==> src/rtl/alu32_serial_ctrl_if.sv <==
// Bundle of the command, byte-ALU and response signals of the serial wide ALU controller.
interface alu32_serial_ctrl_if #(
    parameter int NBYTES = 4
);
    logic                  cmd_valid;
    logic                  cmd_ready;
    logic [8*NBYTES-1:0]   cmd_a;
    logic [8*NBYTES-1:0]   cmd_b;
    logic                  cmd_cin;
    logic [1:0]            cmd_op;

    logic [7:0]            alu_a;
    logic [7:0]            alu_b;
    logic                  alu_cin;
    logic [1:0]            alu_op;
    logic [7:0]            alu_result;
    logic                  alu_cout;

    logic                  rsp_valid;
    logic                  rsp_ready;
    logic [8*NBYTES-1:0]   rsp_result;
    logic                  rsp_cout;
    logic                  rsp_zero;

    // Environment side: issues commands, provides the byte ALU, consumes responses.
    modport master (
        output cmd_valid, cmd_a, cmd_b, cmd_cin, cmd_op, alu_result, alu_cout, rsp_ready,
        input  cmd_ready, alu_a, alu_b, alu_cin, alu_op, rsp_valid, rsp_result, rsp_cout, rsp_zero
    );

    // Controller side.
    modport slave (
        input  cmd_valid, cmd_a, cmd_b, cmd_cin, cmd_op, alu_result, alu_cout, rsp_ready,
        output cmd_ready, alu_a, alu_b, alu_cin, alu_op, rsp_valid, rsp_result, rsp_cout, rsp_zero
    );
endinterface

==> src/rtl/alu32_serial_ctrl.sv <==
// Serial wide-ALU controller: feeds an external 8-bit ALU one byte slice per cycle,
// chaining the carry between slices, and returns the assembled wide result.
module alu32_serial_ctrl #(
    parameter int NBYTES = 4
) (
    input logic                clk,
    input logic                rst,
    alu32_serial_ctrl_if.slave bus
);
    localparam int W     = 8 * NBYTES;
    localparam int IDX_W = $clog2(NBYTES) + 1;
    localparam logic [IDX_W-1:0] IDX_LAST = IDX_W'(NBYTES - 1);

    typedef enum logic [1:0] {IDLE, RUN, DONE} state_t;

    state_t           state, state_nxt;
    logic [W-1:0]     a_q, b_q, res_q;
    logic [1:0]       op_q;
    logic             carry_q;
    logic             cout_q;
    logic [IDX_W-1:0] idx;
    logic             last;

    assign last = (idx == IDX_LAST);

    // State register.
    always_ff @(posedge clk) begin
        if (rst) state <= IDLE;
        else     state <= state_nxt;
    end

    // Next-state and handshake outputs.
    always_comb begin
        state_nxt     = state;
        bus.cmd_ready = 1'b0;
        bus.rsp_valid = 1'b0;
        unique case (state)
            IDLE: begin
                bus.cmd_ready = 1'b1;
                if (bus.cmd_valid) state_nxt = RUN;
            end
            RUN: begin
                if (last) state_nxt = DONE;
            end
            DONE: begin
                bus.rsp_valid = 1'b1;
                if (bus.rsp_ready) state_nxt = IDLE;
            end
            default: state_nxt = IDLE;
        endcase
    end

    // Operand capture, per-slice result/carry update and final carry-out.
    always_ff @(posedge clk) begin
        if (rst) begin
            a_q     <= '0;
            b_q     <= '0;
            op_q    <= '0;
            res_q   <= '0;
            carry_q <= 1'b0;
            cout_q  <= 1'b0;
            idx     <= '0;
        end else if (state == IDLE && bus.cmd_valid) begin
            a_q     <= bus.cmd_a;
            b_q     <= bus.cmd_b;
            op_q    <= bus.cmd_op;
            carry_q <= bus.cmd_cin;
            idx     <= '0;
        end else if (state == RUN) begin
            res_q[8*int'(idx) +: 8] <= bus.alu_result;
            carry_q                 <= bus.alu_cout;
            // idx parks on the last slice; it is reloaded on the next capture.
            if (last) cout_q <= bus.alu_cout;
            else      idx    <= idx + IDX_W'(1);
        end
    end

    // Byte-ALU drive: registered slice in RUN, quiet zeros otherwise.
    always_comb begin
        bus.alu_a   = 8'd0;
        bus.alu_b   = 8'd0;
        bus.alu_cin = 1'b0;
        bus.alu_op  = 2'd0;
        if (state == RUN) begin
            bus.alu_a   = a_q[8*int'(idx) +: 8];
            bus.alu_b   = b_q[8*int'(idx) +: 8];
            bus.alu_cin = carry_q;
            bus.alu_op  = op_q;
        end
    end

    assign bus.rsp_result = res_q;
    assign bus.rsp_cout   = cout_q;
    assign bus.rsp_zero   = (res_q == '0);
endmodule

==> src/flat_wrapper.sv <==
// flat-port wrapper written by rule: the top's interface ports become plain ports
module alu32_serial_ctrl_flat 
#(
    parameter int NBYTES = 4
)
  (clk, rst, bus_cmd_valid, bus_cmd_a, bus_cmd_b, bus_cmd_cin, bus_cmd_op, bus_alu_result, bus_alu_cout, bus_rsp_ready, bus_cmd_ready, bus_alu_a, bus_alu_b, bus_alu_cin, bus_alu_op, bus_rsp_valid, bus_rsp_result, bus_rsp_cout, bus_rsp_zero);
  alu32_serial_ctrl_if #(.NBYTES(NBYTES)) bus_i ();
  input logic clk;
  input logic rst;
  input wire logic [$bits(bus_i.cmd_valid)-1:0] bus_cmd_valid;
  input wire logic [$bits(bus_i.cmd_a)-1:0] bus_cmd_a;
  input wire logic [$bits(bus_i.cmd_b)-1:0] bus_cmd_b;
  input wire logic [$bits(bus_i.cmd_cin)-1:0] bus_cmd_cin;
  input wire logic [$bits(bus_i.cmd_op)-1:0] bus_cmd_op;
  input wire logic [$bits(bus_i.alu_result)-1:0] bus_alu_result;
  input wire logic [$bits(bus_i.alu_cout)-1:0] bus_alu_cout;
  input wire logic [$bits(bus_i.rsp_ready)-1:0] bus_rsp_ready;
  output wire logic [$bits(bus_i.cmd_ready)-1:0] bus_cmd_ready;
  output wire logic [$bits(bus_i.alu_a)-1:0] bus_alu_a;
  output wire logic [$bits(bus_i.alu_b)-1:0] bus_alu_b;
  output wire logic [$bits(bus_i.alu_cin)-1:0] bus_alu_cin;
  output wire logic [$bits(bus_i.alu_op)-1:0] bus_alu_op;
  output wire logic [$bits(bus_i.rsp_valid)-1:0] bus_rsp_valid;
  output wire logic [$bits(bus_i.rsp_result)-1:0] bus_rsp_result;
  output wire logic [$bits(bus_i.rsp_cout)-1:0] bus_rsp_cout;
  output wire logic [$bits(bus_i.rsp_zero)-1:0] bus_rsp_zero;
  assign bus_i.cmd_valid = bus_cmd_valid;
  assign bus_i.cmd_a = bus_cmd_a;
  assign bus_i.cmd_b = bus_cmd_b;
  assign bus_i.cmd_cin = bus_cmd_cin;
  assign bus_i.cmd_op = bus_cmd_op;
  assign bus_i.alu_result = bus_alu_result;
  assign bus_i.alu_cout = bus_alu_cout;
  assign bus_i.rsp_ready = bus_rsp_ready;
  assign bus_cmd_ready = bus_i.cmd_ready;
  assign bus_alu_a = bus_i.alu_a;
  assign bus_alu_b = bus_i.alu_b;
  assign bus_alu_cin = bus_i.alu_cin;
  assign bus_alu_op = bus_i.alu_op;
  assign bus_rsp_valid = bus_i.rsp_valid;
  assign bus_rsp_result = bus_i.rsp_result;
  assign bus_rsp_cout = bus_i.rsp_cout;
  assign bus_rsp_zero = bus_i.rsp_zero;
  alu32_serial_ctrl #(.NBYTES(NBYTES)) u_core (.clk(clk), .rst(rst), .bus(bus_i));
endmodule
==> config.mk <==
export PLATFORM = sky130hd
export DESIGN_NAME = alu32_serial_ctrl_flat
export DESIGN_NICKNAME = d
export VERILOG_FILES = /design/src/rtl/alu32_serial_ctrl_if.sv /design/src/rtl/alu32_serial_ctrl.sv /design/src/flat_wrapper.sv
export SDC_FILE = /design/constraint.sdc
export NUM_CORES = 1
export LEC_CHECK = 0
export CAP_MARGIN = 20
export CORE_UTILIZATION = 47
export DETAILED_ROUTE_END_ITERATION = 8
export PLACE_DENSITY = 0.84
export SETUP_SLACK_MARGIN = 0.1
export SYNTH_ARGS = -nofsm -noshare
export SYNTH_HDL_FRONTEND = slang
export SYNTH_SLANG_ARGS = --single-unit
==> constraint.sdc <==
create_clock -name clk -period 3.3 [get_ports clk]
set_input_delay 0.66 -clock clk [delete_from_list [all_inputs] [get_ports clk]]
set_output_delay 0.66 -clock clk [all_outputs]
set_load 0.01 [all_outputs]
=== Word-level counts from Yosys, hierarchy flattened ===
Cells that the tools add are included.

* $add $sub $neg: 2
* Multiply operators: 0
* Div/mod/pow operators: 0
* Order comparisons: 0
* Eq/ne operators: 6
* Shift-type cells: 4
* Mux-type cells: 13
* Bitwise gates (word level): 2
* Reductions and logical operators: 9

{| class="wikitable"
|+ Operator list
! operator !! number
|-
| $shiftx 32x7->8 || 2
|-
| $neg 6->33 || 1
|-
| $shift 8x33->32 const A || 1
|-
| $shiftx 8x33->32 || 1
|-
| $bwmux 32 || 1
|-
| $logic_not 32->1 || 1
|-
| $mux 8 || 2
|-
| $mux 2 || 4
|-
| $pmux 2 s3 || 1
|-
| $reduce_and 3->1 || 2
|-
| $mux 1 || 5
|-
| $ne 2x2->1 const B || 2
|-
| $reduce_and 2->1 || 2
|-
| $add 3x1->3 const B || 1
|-
| $eq 3x2->1 const B || 1
|-
| $eq 2x1->1 const B || 1
|-
| $eq 2x2->1 const B || 1
|-
| $logic_not 2->1 || 1
|-
| $ne 2x1->1 const B || 1
|-
| $not 1->1 || 2
|-
| $reduce_bool 2->1 || 1
|-
| $reduce_or 2->1 || 1
|-
| $logic_and 1x1->1 || 1
|}

* Register bits after elaboration: 105
* Latch bits: 0
* Bits in writable memories: 0
* Bits in read-only memories: 0
* Output and inout bits: 55
* Logic and storage cells: 44
* Memories kept: 0

=== Depth between registers and ports, before layout ===
Gate-level depths: netlist (run 1).

* Depth in word-level cells: 4
* Depth in mapped cells: 9
* Depth with buffers taken out: 6

=== Least setup slack after synthesis (run 1) ===
No wires, ideal clock.

* Path kind: reg-to-reg
* Start: register u_core.idx[1]
* End: register u_core.res_q[31], in the netlist u_core.bus.rsp_result[31]
* Arrival time: 2.260 ns
* Data required time: 3.184 ns
* Slack: 0.925 ns
* Cell stages (with the launch flop): 10
* Clock period less this slack: 2.375 ns
* Cell sequence: dfxtp_1 -> buf_2 -> buf_1 -> inv_1 -> ha_1 -> ha_1 -> nand4bb_1 -> or3_1 -> buf_2 -> a31o_1

* Word-level cells in the longest chain between the ends: 3
* Elaborated cells between the ends (all ways): 4

{| class="wikitable"
|+ RTL lines
! what !! RTL line !! text
|-
| from (decl) || alu32_serial_ctrl.sv:21 || <nowiki>logic [IDX_W-1:0] idx;</nowiki>
|-
| from (signal assigned) || alu32_serial_ctrl.sv:74 || <nowiki>else idx <= idx + IDX_W'(1);</nowiki>
|-
| $neg 6->33 (*) || alu32_serial_ctrl.sv:70 || <nowiki>res_q[8*int'(idx) +: 8] <= bus.alu_result;</nowiki>
|-
| $shiftx 8x33->32 / $shift 8x33->32 (equally long branches) || alu32_serial_ctrl.sv:70 ||
|-
| $bwmux 32 (*) || alu32_serial_ctrl.sv:70 ||
|-
| to (signal, indexed assignment) || alu32_serial_ctrl.sv:70 ||
|-
| to (decl) || alu32_serial_ctrl.sv:17 || <nowiki>logic [W-1:0] a_q, b_q, res_q;</nowiki>
|}

Mark *: on every way between the ends. The rest lies on a longest branch, timed or not.
A chain may end at the register's enable or synchronous reset.

=== Final worst setup path (run 1) ===
* Start: register u_core.state[0]
* End: output port bus_alu_a[7]

* Word-level cells in the longest chain between the ends: 2

{| class="wikitable"
|+ RTL lines
! what !! RTL line !! text
|-
| from (decl) || alu32_serial_ctrl.sv:16 || <nowiki>state_t state, state_nxt;</nowiki>
|-
| from (signal assigned) || alu32_serial_ctrl.sv:29 || <nowiki>else state <= state_nxt;</nowiki>
|-
| $eq 2x1->1 || alu32_serial_ctrl.sv:84 || <nowiki>if (state == RUN) begin</nowiki>
|-
| $mux 8 || alu32_serial_ctrl.sv:84 ||
|-
| to (decl) || flat_wrapper.sv:19 || <nowiki>output wire logic [$bits(bus_i.alu_a)-1:0] bus_alu_a;</nowiki>
|}

No other way between the ends.

==> summary.txt, run 1 <==
Place
  – Dpl hpwl: 8496 um
  – Port Buffers: about 130
  – Gpl congestion: approximately 0.82
  – Post-DP Area: just under 6000 um^2

Finish
  – Nets: between 700 and 800
  – Layout area overhead: 34.49%
  – N_diodes: 0
  – Fraction of layout instances using a drive strength above 1: 0.07278
  – Final non-filler cell area: 6108 um^2

Timing
  – Final-report setup violation count: 0
  – Setup TNS: 0 ns
  – Worst Tran Pin Value: 0.8250 ns
  – RSZ-0062 raised after global routing: false
  – Max-slew headroom: 0.4500
  – Final period util: 0.9185
  – Period minus WS final: 3.031 ns
  – Final Hold Vio Count: 0
  – Max Clock Skew: 0.01434 ns
  – Fin. max-slew vios: 0
  – Max Clock Freq: around 330 MHz

Drt
  – DR iter-0 viols: ~130
  – Final wirelength: 11750 um
  – Pre-antenna DRT Iters: 4
  – Drt wl/cell: ~15 um
  – Detail Route Antenna Nets: 0
  – Via/cell ratio: about 5.3
  – Via count: between 4000 and 5000
  – DRC viols: 0

Critical path
  – Crit path cell chain: or3b_2 -> nor2b_1 -> clkdlybuf4s50_1
  – Startpoint types: flip-flop
  – Master of the slowest instance on the critical path: or3b_2
  – Crit-path leading delay family: simple AND/OR/NAND/NOR gates
  – Crit path DAT: ~2.4 ns
  – CP max stage delay: around 0.7 ns
  – Reg2reg setup slack: 0.60 ns
  – Buf+Inv Stages, Crit Path: 1
  – Setup crit end kind: output pin
  – Worst path required time: around 2.6 ns
  – CP Max Fanout: 17
  – WS Path Type: reg2out

CTS
  – Hold-fix buffers, CTS: 0
  – Clock slew at reported path FFs: 0.09 ns
  – Setup repair bufs after CTS: 0
  – Clock Latency Late Sink: about 0.37 ns
  – TritonCTS Sinks: 105
  – CTS tree: done
  – CTS Buffer Depth: 2
  – Clk root buf: clkbuf_8
  – CTS Buf Count: 9
  – H-Tree Level Count: 3
  – Post_cts resized: 0

Flow run
  – Max cap viols: 0

Floorplan
  – Starting Density: 0.4892
  – Top Ports: 135
  – Die Height: 100.3 um
  – Die footprint: between 10000 and 15000 um^2
  – Chip Width: ~100 um
  – Core ar.: 9284 um^2
  – Cell row count: 35

Hold path
  – Worst hold-check path type: reg2reg

Global routing
  – GRT Residual Overflow: 0
  – First-pass GRT wire length: between 15000 and 20000 um
  – Gr usage total: 0.2415
  – Pin count of the biggest net entering global routing: 83
  – Vias in the first global route: 4030
  – Initial antenna violation count: 0

Logic synthesis
  – Post-synth top area share: 0.4628
  – Mapped Area: between 4000 and 5000 um^2
  – Top cells by area, synth: dfxtp_1, nand2_1, mux4_2, a21oi_1, mux2i_1
  – Post-synth cell types: 35
  – Seq cells post-synth: around 110
  – Syn_nets: between 600 and 700
  – Cells after synthesis: between 500 and 600
  – Sequential-to-total area share from yosys stat: 0.4628
  – Avg Synthesized Cell Area: roughly 8.8 um^2
  – Ys Warns: 0
  – Area leader, netlist: dfxtp_1

Status
  – Status: complete, no violations

Power and ir drop
  – Pwr per Cell Area: 420.3 nW/um^2
  – Maximum VDD drop: about 0.21 mV
  – Cell leakage power: 2.228 nW
[area by class of cell]
type / instances / area [um^2]
flip-flops and latches: 105 / 2102
clock buffers: 9 / 123.9
inverters: 4 / 15.01
fillers: 777 / 3176
multi-input cells: 368 / 2245
clock inverters: 6 / 67.56
well taps: 129 / 161.4
repair buffers: 140 / 1394
[logic make-up after synthesis]
family                     after synthesis  synth area share
AOI/OAI and AO/OA                       87            0.1091
xor gates and xnor gates                 1          0.001929
adders and majority gates                4           0.01102
buffers and inverters                   46           0.04435
DFF                                    105            0.4628
muxes                                   41            0.1344
and+or+nand+nor                        235            0.2364
[synth_stat cells]
cell         n
nand4bb_1    1
nand4b_4     1
mux4_2      16
nor2_1       7
nand2_1    172
clkbuf_1    29
inv_2        2
nand3_1      1
o311ai_0     8
nand3b_1     8
a211oi_1     1
nor2b_1     17
nor4_1       9
inv_1        2
xnor2_1      1
nor3b_2      2
or3b_1       2
buf_1        1
and2b_1      1
nor2_4       1
a2111oi_0    1
buf_4        3
ha_1         4
buf_6        1
nand2b_1     3
a21oi_1     68
nand4_1      2
a31o_1       1
o31ai_1      8
buf_2        8
or3_1        2
mux2i_1     25
and2_1       3
dfxtp_1    105
nor3_1       3
[flip-flops by register name, summed over array words and instances (netlist names)]
signal	flops
u_core.state	2
u_core.idx	3
u_core.b_q	32
u_core.carry_q	1
u_core.a_q	32
u_core.op_q	2
u_core.bus.rsp_result	32
u_core.bus.rsp_cout	1
[metrics by stage]
stage | worst slack (ns) | total power [W] | cells | hold slack [ns] | utilization
after CTS | 0.2136 | 0.002583 | 761 | 0.4587 | 0.6580
after global routing | 0.1547 | 0.002685 | 761 | 0.4820 | 0.6580
final | 0.2690 | 0.002568 | 761 | 0.4570 | 0.6580
after detailed placement | 0.6152 | 0.001814 | 746 | 0.4457 | 0.6373
after floorplan | 0.9247 | 0.001622 | 519 | 0.4317 | -
after global placement | 0.6749 | 0.001801 | 746 | 0.4401 | 0.6373
[placed cells by master, fill, tap and decap left out, types with 3 or more instances in the layout]
cell,n
mux2i_1,25
clkbuf_8,9
nor3_1,3
a21oi_1,68
clkdlybuf4s50_1,133
o311ai_0,8
nand3b_1,8
and2_1,3
buf_4,5
nor4_1,9
nor2_1,7
dfxtp_1,105
o31ai_1,8
nand2b_1,3
nand2_1,172
ha_1,4
nor2b_1,17
mux4_2,16
[where the power goes]
group / switching (W) / leakage [nW] / internal, W
Sequential: 0.0000402 / 0.858 / 0.00133
Combinational: 0.000198 / 1.28 / 0.000220
Clock: 0.000431 / 0.0917 / 0.000349
[final timing paths]
| path | start | end | depth (start not counted) |
|---|---|---|---|
| min | u_core.b_q[7] | u_core.b_q[7] | 2 |
| max | u_core.state[0] | bus_alu_a[7] | 3 |
| min reg2reg | u_core.b_q[7] | u_core.b_q[7] | 2 |
| max reg2reg | u_core.idx[0] | u_core.bus.rsp_result[31] | 6 |
[layer usage]
| layer | global-route usage | vias to the layer above | part of all wire |
|---|---|---|---|
| met5 | 0 | - | 0 |
| met4 | 0.08361 | 0 | 0.019 |
| met3 | 0.05989 | 22 | 0.063 |
| met2 | 0.4094 | 135 | 0.49 |
| met1 | 0.2995 | 1930 | 0.43 |
| li1 | - | 1984 | - |
[worst register-to-register path: cells and delay by family, from the launching register on]
kind	cells	cell delay [ns]
AO/OA/AOI/OAI	1	0.29
adder cells (fa/ha/maj)	2	0.44
buffers and inverters	1	0.12
flip-flops	1	0.54
AND/OR/NAND/NOR	2	1.22
Note: power is estimated with default switching activity, not from simulation.
==> inputs of run 2 (changes only) <==
--- a/config.mk
+++ b/config.mk
@@ -5,8 +5,10 @@
 export SDC_FILE = /design/constraint.sdc
 export NUM_CORES = 1
 export LEC_CHECK = 0
+export ABC_CLOCK_PERIOD_IN_PS = 3300
 export CAP_MARGIN = 20
 export CORE_UTILIZATION = 47
+export CTS_BUF_LIST = sky130_fd_sc_hd__clkbuf_16
 export DETAILED_ROUTE_END_ITERATION = 8
 export PLACE_DENSITY = 0.84
 export SETUP_SLACK_MARGIN = 0.1
==> summary.txt, run 2 (synthesis results as in run 1) <==
CTS
  – Hold-fix buffers, CTS: 0
  – H-Tree Level Count: 3
  – TritonCTS Sinks: around 110
  – CTS Buffer Depth: 2
  – Clock slew at reported path FFs: about 0.070 ns
  – Clock Latency Late Sink: about 0.34 ns
  – CTS tree: done
  – Clk root buf: clkbuf_16
  – Post_cts resized: 0
  – CTS Buf Count: 9
  – Setup repair bufs after CTS: 0

Timing
  – Max Clock Freq: roughly 330 MHz
  – Worst Tran Pin Value: around 0.83 ns
  – RSZ-0062 raised after global routing: false
  – Max-slew headroom: 0.4478
  – Setup TNS: 0 ns
  – Final-report setup violation count: 0
  – Period minus WS final: slightly above 3 ns
  – Fin. max-slew vios: 0
  – Max Clock Skew: ~0.0085 ns
  – Final Hold Vio Count: 0
  – Final period util: 0.9238

Critical path
  – WS Path Type: reg2out
  – Worst path required time: approximately 2.6 ns
  – Setup crit end kind: output pin
  – CP Max Fanout: 17
  – Crit path DAT: between 2 and 2.5 ns
  – Startpoint types: flip-flop

Finish
  – Layout area overhead: 36.72%
  – Fill count: 760
  – Final Core Density: 0.6689
  – Commonest cells after routing, fill and taps aside: nand2_1, clkdlybuf4s50_1, dfxtp_1
  – N_diodes: 0
  – Nets: 712
  – Reg area: between 2000 and 2500 um^2
  – Post-route insts no fill: about 760
  – Most common cell after layout, fill and taps aside: nand2_1
  – Final non-filler cell area: between 6000 and 7000 um^2
  – Multi-input combinational cell area: 2245 um^2
  – Fraction of layout instances using a drive strength above 1: 0.07120

Drt
  – Pre-antenna DRT Iters: 4
  – Final wirelength: roughly 12000 um
  – DR iter-0 viols: between 100 and 150
  – Detail Route Antenna Nets: 0
  – Drt wl/cell: ~16 um
  – Via/cell ratio: 5.348
  – DRC viols: 0
  – Via count: 4070

Power and ir drop
  – Maximum VDD drop: between 0.2 and 0.25 mV
  – Cell leakage power: 2.275 nW
  – Pwr per Cell Area: roughly 460 nW/um^2

Global routing
  – First-pass GRT wire length: around 19000 um
  – Gr usage total: 0.2435
  – GRT Residual Overflow: 0
  – Vias in the first global route: approximately 4000
  – Pin count of the biggest net entering global routing: 83
  – Initial antenna violation count: 0

Floorplan
  – Starting Density: 0.4892
  – Die footprint: just over 10000 um^2
  – Core ar.: about 9300 um^2
  – Top Ports: about 140
  – Chip Width: between 100 and 150 um
  – Cell row count: 35
  – Die Height: approximately 100 um

Place
  – Gpl congestion: approximately 0.82
  – Post-DP Area: just under 6000 um^2
  – Dpl cells: between 700 and 800
  – Port Buffers: about 130
  – Dpl hpwl: roughly 8500 um

Hold path
  – Worst hold-check path type: reg2reg

Status
  – Status: complete, no violations

Flow run
  – Max cap viols: 0
==> run 2: cell counts in the layout (fill, tap and decap cells not counted) <==
No cell type changed its count.
==> run 2: path summary, 6_finish.rpt <==
path | start | end | cells past startpoint | slack, ns
setup / recovery | u_core.state[0] | bus_alu_a[7] | 3 | 0.25
hold / removal | u_core.b_q[7] | u_core.b_q[7] | 2 | 0.45
setup reg to reg | u_core.idx[0] | u_core.bus.rsp_result[31] | 6 | 0.59
hold reg to reg | u_core.b_q[7] | u_core.b_q[7] | 2 | 0.45
==> run 2: area by class of cell <==
cell class,count,area share
clock buffer,9,0.03627
tap,129,0.02599
timing repair buffer,140,0.2245
inverter,4,0.002418
clock inverter,6,0.01088
sequential,105,0.3385
multi-input combinational,368,0.3615
==> run 2: per-stage QoR <==
stage	worst slack, ns	hold slack, ns	total power (W)
6_report	0.2515	0.4535	0.002843
5_1_grt	0.1320	0.4772	0.002955
4_1_cts	0.2462	0.4547	0.002854
3_5_place_dp	0.6152	0.4457	0.001814
3_3_place_gp	0.6749	0.4401	0.001801
2_1_floorplan	0.9247	0.4317	0.001622
==> run 2: critical path, stage by stage, from the launching register on <==
cell and delay (ns):
dfxtp_1 0.49, or3b_1 0.71, nor2b_1 0.26, clkdlybuf4s50_1 0.59
==> run 2: metal layers <==
| metal | vias up | GRT usage | routed length, um |
|---|---|---|---|
| met2 | 140 | 0.4099 | 5832 |
| met5 | - | 0 | 0 |
| met3 | 25 | 0.05153 | 696 |
| met4 | 0 | 0.09699 | 274 |
| met1 | 1920 | 0.3048 | 4994 |
| li1 | 1985 | - | - |
==> run 2: report_power, final <==
| part | total [W] | switching (W) | internal, W |
|---|---|---|---|
| clock | 0.00106 | 0.000469 | 0.000587 |
| sequential | 0.00137 | 0.0000397 | 0.00133 |
| combinational | 0.000418 | 0.000198 | 0.000220 |
==> inputs of run 3 (changes only) <==
--- a/config.mk
+++ b/config.mk
@@ -7,11 +7,12 @@
 export LEC_CHECK = 0
 export ABC_CLOCK_PERIOD_IN_PS = 3300
 export CAP_MARGIN = 20
-export CORE_UTILIZATION = 47
+export CORE_UTILIZATION = 36
 export CTS_BUF_LIST = sky130_fd_sc_hd__clkbuf_16
 export DETAILED_ROUTE_END_ITERATION = 8
-export PLACE_DENSITY = 0.84
+export PLACE_DENSITY = 0.68
 export SETUP_SLACK_MARGIN = 0.1
+export SLEW_MARGIN = 15
 export SYNTH_ARGS = -nofsm -noshare
 export SYNTH_HDL_FRONTEND = slang
 export SYNTH_SLANG_ARGS = --single-unit
==> summary.txt, run 3 (synthesis results as in run 1) <==
Finish
  – Commonest cells after routing, fill and taps aside: nand2_1, clkdlybuf4s50_1, dfxtp_1
  – Nets: 715
  – N_diodes: 0
  – Most common cell after layout, fill and taps aside: nand2_1
  – Fraction of layout instances using a drive strength above 1: 0.07704
  – Layout area overhead: 38.02%

Drt
  – Final wirelength: 11860 um
  – Drt wl/cell: 14.75 um
  – Via count: 3989
  – DR iter-0 viols: around 210
  – Detail Route Antenna Nets: 0
  – Via/cell ratio: roughly 5.0
  – DRC viols: 0
  – Pre-antenna DRT Iters: 4

Place
  – Gpl congestion: around 0.82
  – Dpl hpwl: between 8000 and 9000 um
  – Pre-CTS setup slack: about 0.56 ns
  – Port Buffers: 134

Floorplan
  – Starting Density: 0.3735
  – Top Ports: ~140
  – Die footprint: around 13000 um^2
  – Chip Width: between 100 and 150 um
  – Core ar.: around 12000 um^2
  – Die Height: 114.3 um
  – Cell row count: 40

Power and ir drop
  – Flop pwr share: 0.485
  – Cell leakage power: between 2 and 2.5 nW
  – Net Sw Frac: 0.2623
  – Comb pwr share: 0.149
  – Psw: around 0.00074 W
  – Maximum VDD drop: 0.2427 mV
  – Clock group share of total power: 0.367
  – Pwr per Cell Area: 449.3 nW/um^2
  – Cell Int Power: between 0.002 and 0.0025 W

Global routing
  – Initial antenna violation count: 0
  – First-pass GRT wire length: roughly 19000 um
  – Vias in the first global route: 3897
  – Gr usage total: 0.1874
  – GRT Residual Overflow: 0
  – Pin count of the biggest net entering global routing: 69

Flow run
  – Max cap viols: 0

Timing
  – Fin. max-slew vios: 0
  – Max Clock Freq: about 340 MHz
  – Setup TNS: 0 ns
  – Final Hold Vio Count: 0
  – Worst Tran Pin Value: 0.7186 ns
  – Period minus WS final: about 3.0 ns
  – Max Clock Skew: about 0.0085 ns
  – RSZ-0062 raised after global routing: false
  – Final WS setup: between 0.3 and 0.4 ns
  – Max-slew headroom: 0.5209
  – Final period util: 0.8977
  – Final-report setup violation count: 0
  – Hold_ws: between 0.4 and 0.5 ns

CTS
  – Clk root buf: clkbuf_16
  – TritonCTS Sinks: roughly 110
  – Clock Latency Late Sink: around 0.35 ns
  – CTS Buffer Depth: 2
  – H-Tree Level Count: 3
  – CTS Buf Count: 9
  – Clock slew at reported path FFs: 0.07 ns
  – CTS tree: done

Critical path
  – CP Max Fanout: 18
  – Startpoint types: flip-flop
  – Worst path required time: 2.64 ns
  – WS Path Type: reg2out
  – Setup crit end kind: output pin
  – Crit path DAT: 2.30 ns

Hold path
  – Worst hold-check path type: reg2reg

Status
  – Status: complete, no violations
run 3: changes by cell type in the layout (fill, tap and decap cells not counted), sizes merged:
| cell | change |
|---|---|
| clkinvlp | -2 |
| clkinv | +1 |
| inv | +3 |
| buf | +3 |
| bufinv | -1 |
run 3: path summary, 6_finish.rpt:
check                      start                        end  slack [ns]  cells after the start
setup / recovery   u_core.idx[0]               bus_alu_a[6]        0.34                      4
hold / removal    u_core.a_q[12]             u_core.a_q[12]        0.45                      2
setup reg to reg   u_core.idx[1]  u_core.bus.rsp_result[22]        0.82                      5
hold reg to reg   u_core.a_q[12]             u_core.a_q[12]        0.45                      2
run 3: area by class of cell:
| class | count | area (um^2) |
|---|---|---|
| clock buffers | 9 | 225.2 |
| clock inverters | 7 | 66.31 |
| fillers | 1192 | 5893 |
| inverters | 4 | 15.01 |
| multi-input cells | 368 | 2245 |
| flip-flops and latches | 105 | 2103 |
| well taps | 168 | 210.2 |
| repair buffers | 143 | 1404 |
run 3: power by group through the flow:
stage | sequential (W) | clock [W] | combinational [W]
finish | 0.00136 | 0.00103 | 0.000418
global route | 0.00137 | 0.00111 | 0.000459
CTS | 0.00136 | 0.00106 | 0.000422
detailed placement | 0.00139 | 0 | 0.000421
global placement | 0.00139 | 0 | 0.000414
floorplan | 0.00138 | 0 | 0.000239
run 3: stage by stage:
| stage | power [W] | std cells | util | cell area, um^2 |
|---|---|---|---|---|
| after detailed placement | 0.001815 | 788 | 0.4914 | 5976 |
| after floorplan | 0.001622 | 519 | - | 4542 |
| after CTS | 0.002846 | 804 | 0.5153 | 6267 |
| after global routing | 0.002940 | 804 | 0.5154 | 6269 |
| final | 0.002817 | 804 | 0.5154 | 6269 |
| after global placement | 0.001804 | 788 | 0.4914 | 5976 |
run 3: critical path, stage by stage (launching register included):
cell	delay, ns
dfxtp_1	0.38
buf_4	0.35
mux4_2	0.54
nor2b_1	0.16
clkdlybuf4s50_1	0.52
run 3: timing repair:
action / CTS / global route
hold buffers: 0 / 0
endpoints found under the setup margin: 0 / 2
gates resized for setup: 0 / 1
buffers inserted: 0 / 0
run 3: routing by layer:
| metal | vias up | track usage | routed length [um] |
|---|---|---|---|
| met5 | - | 0 | 0 |
| met4 | 0 | 0.03896 | 78 |
| met3 | 10 | 0.05135 | 768 |
| met2 | 126 | 0.3152 | 5671 |
| met1 | 1855 | 0.2407 | 5337 |
| li1 | 1998 | - | - |
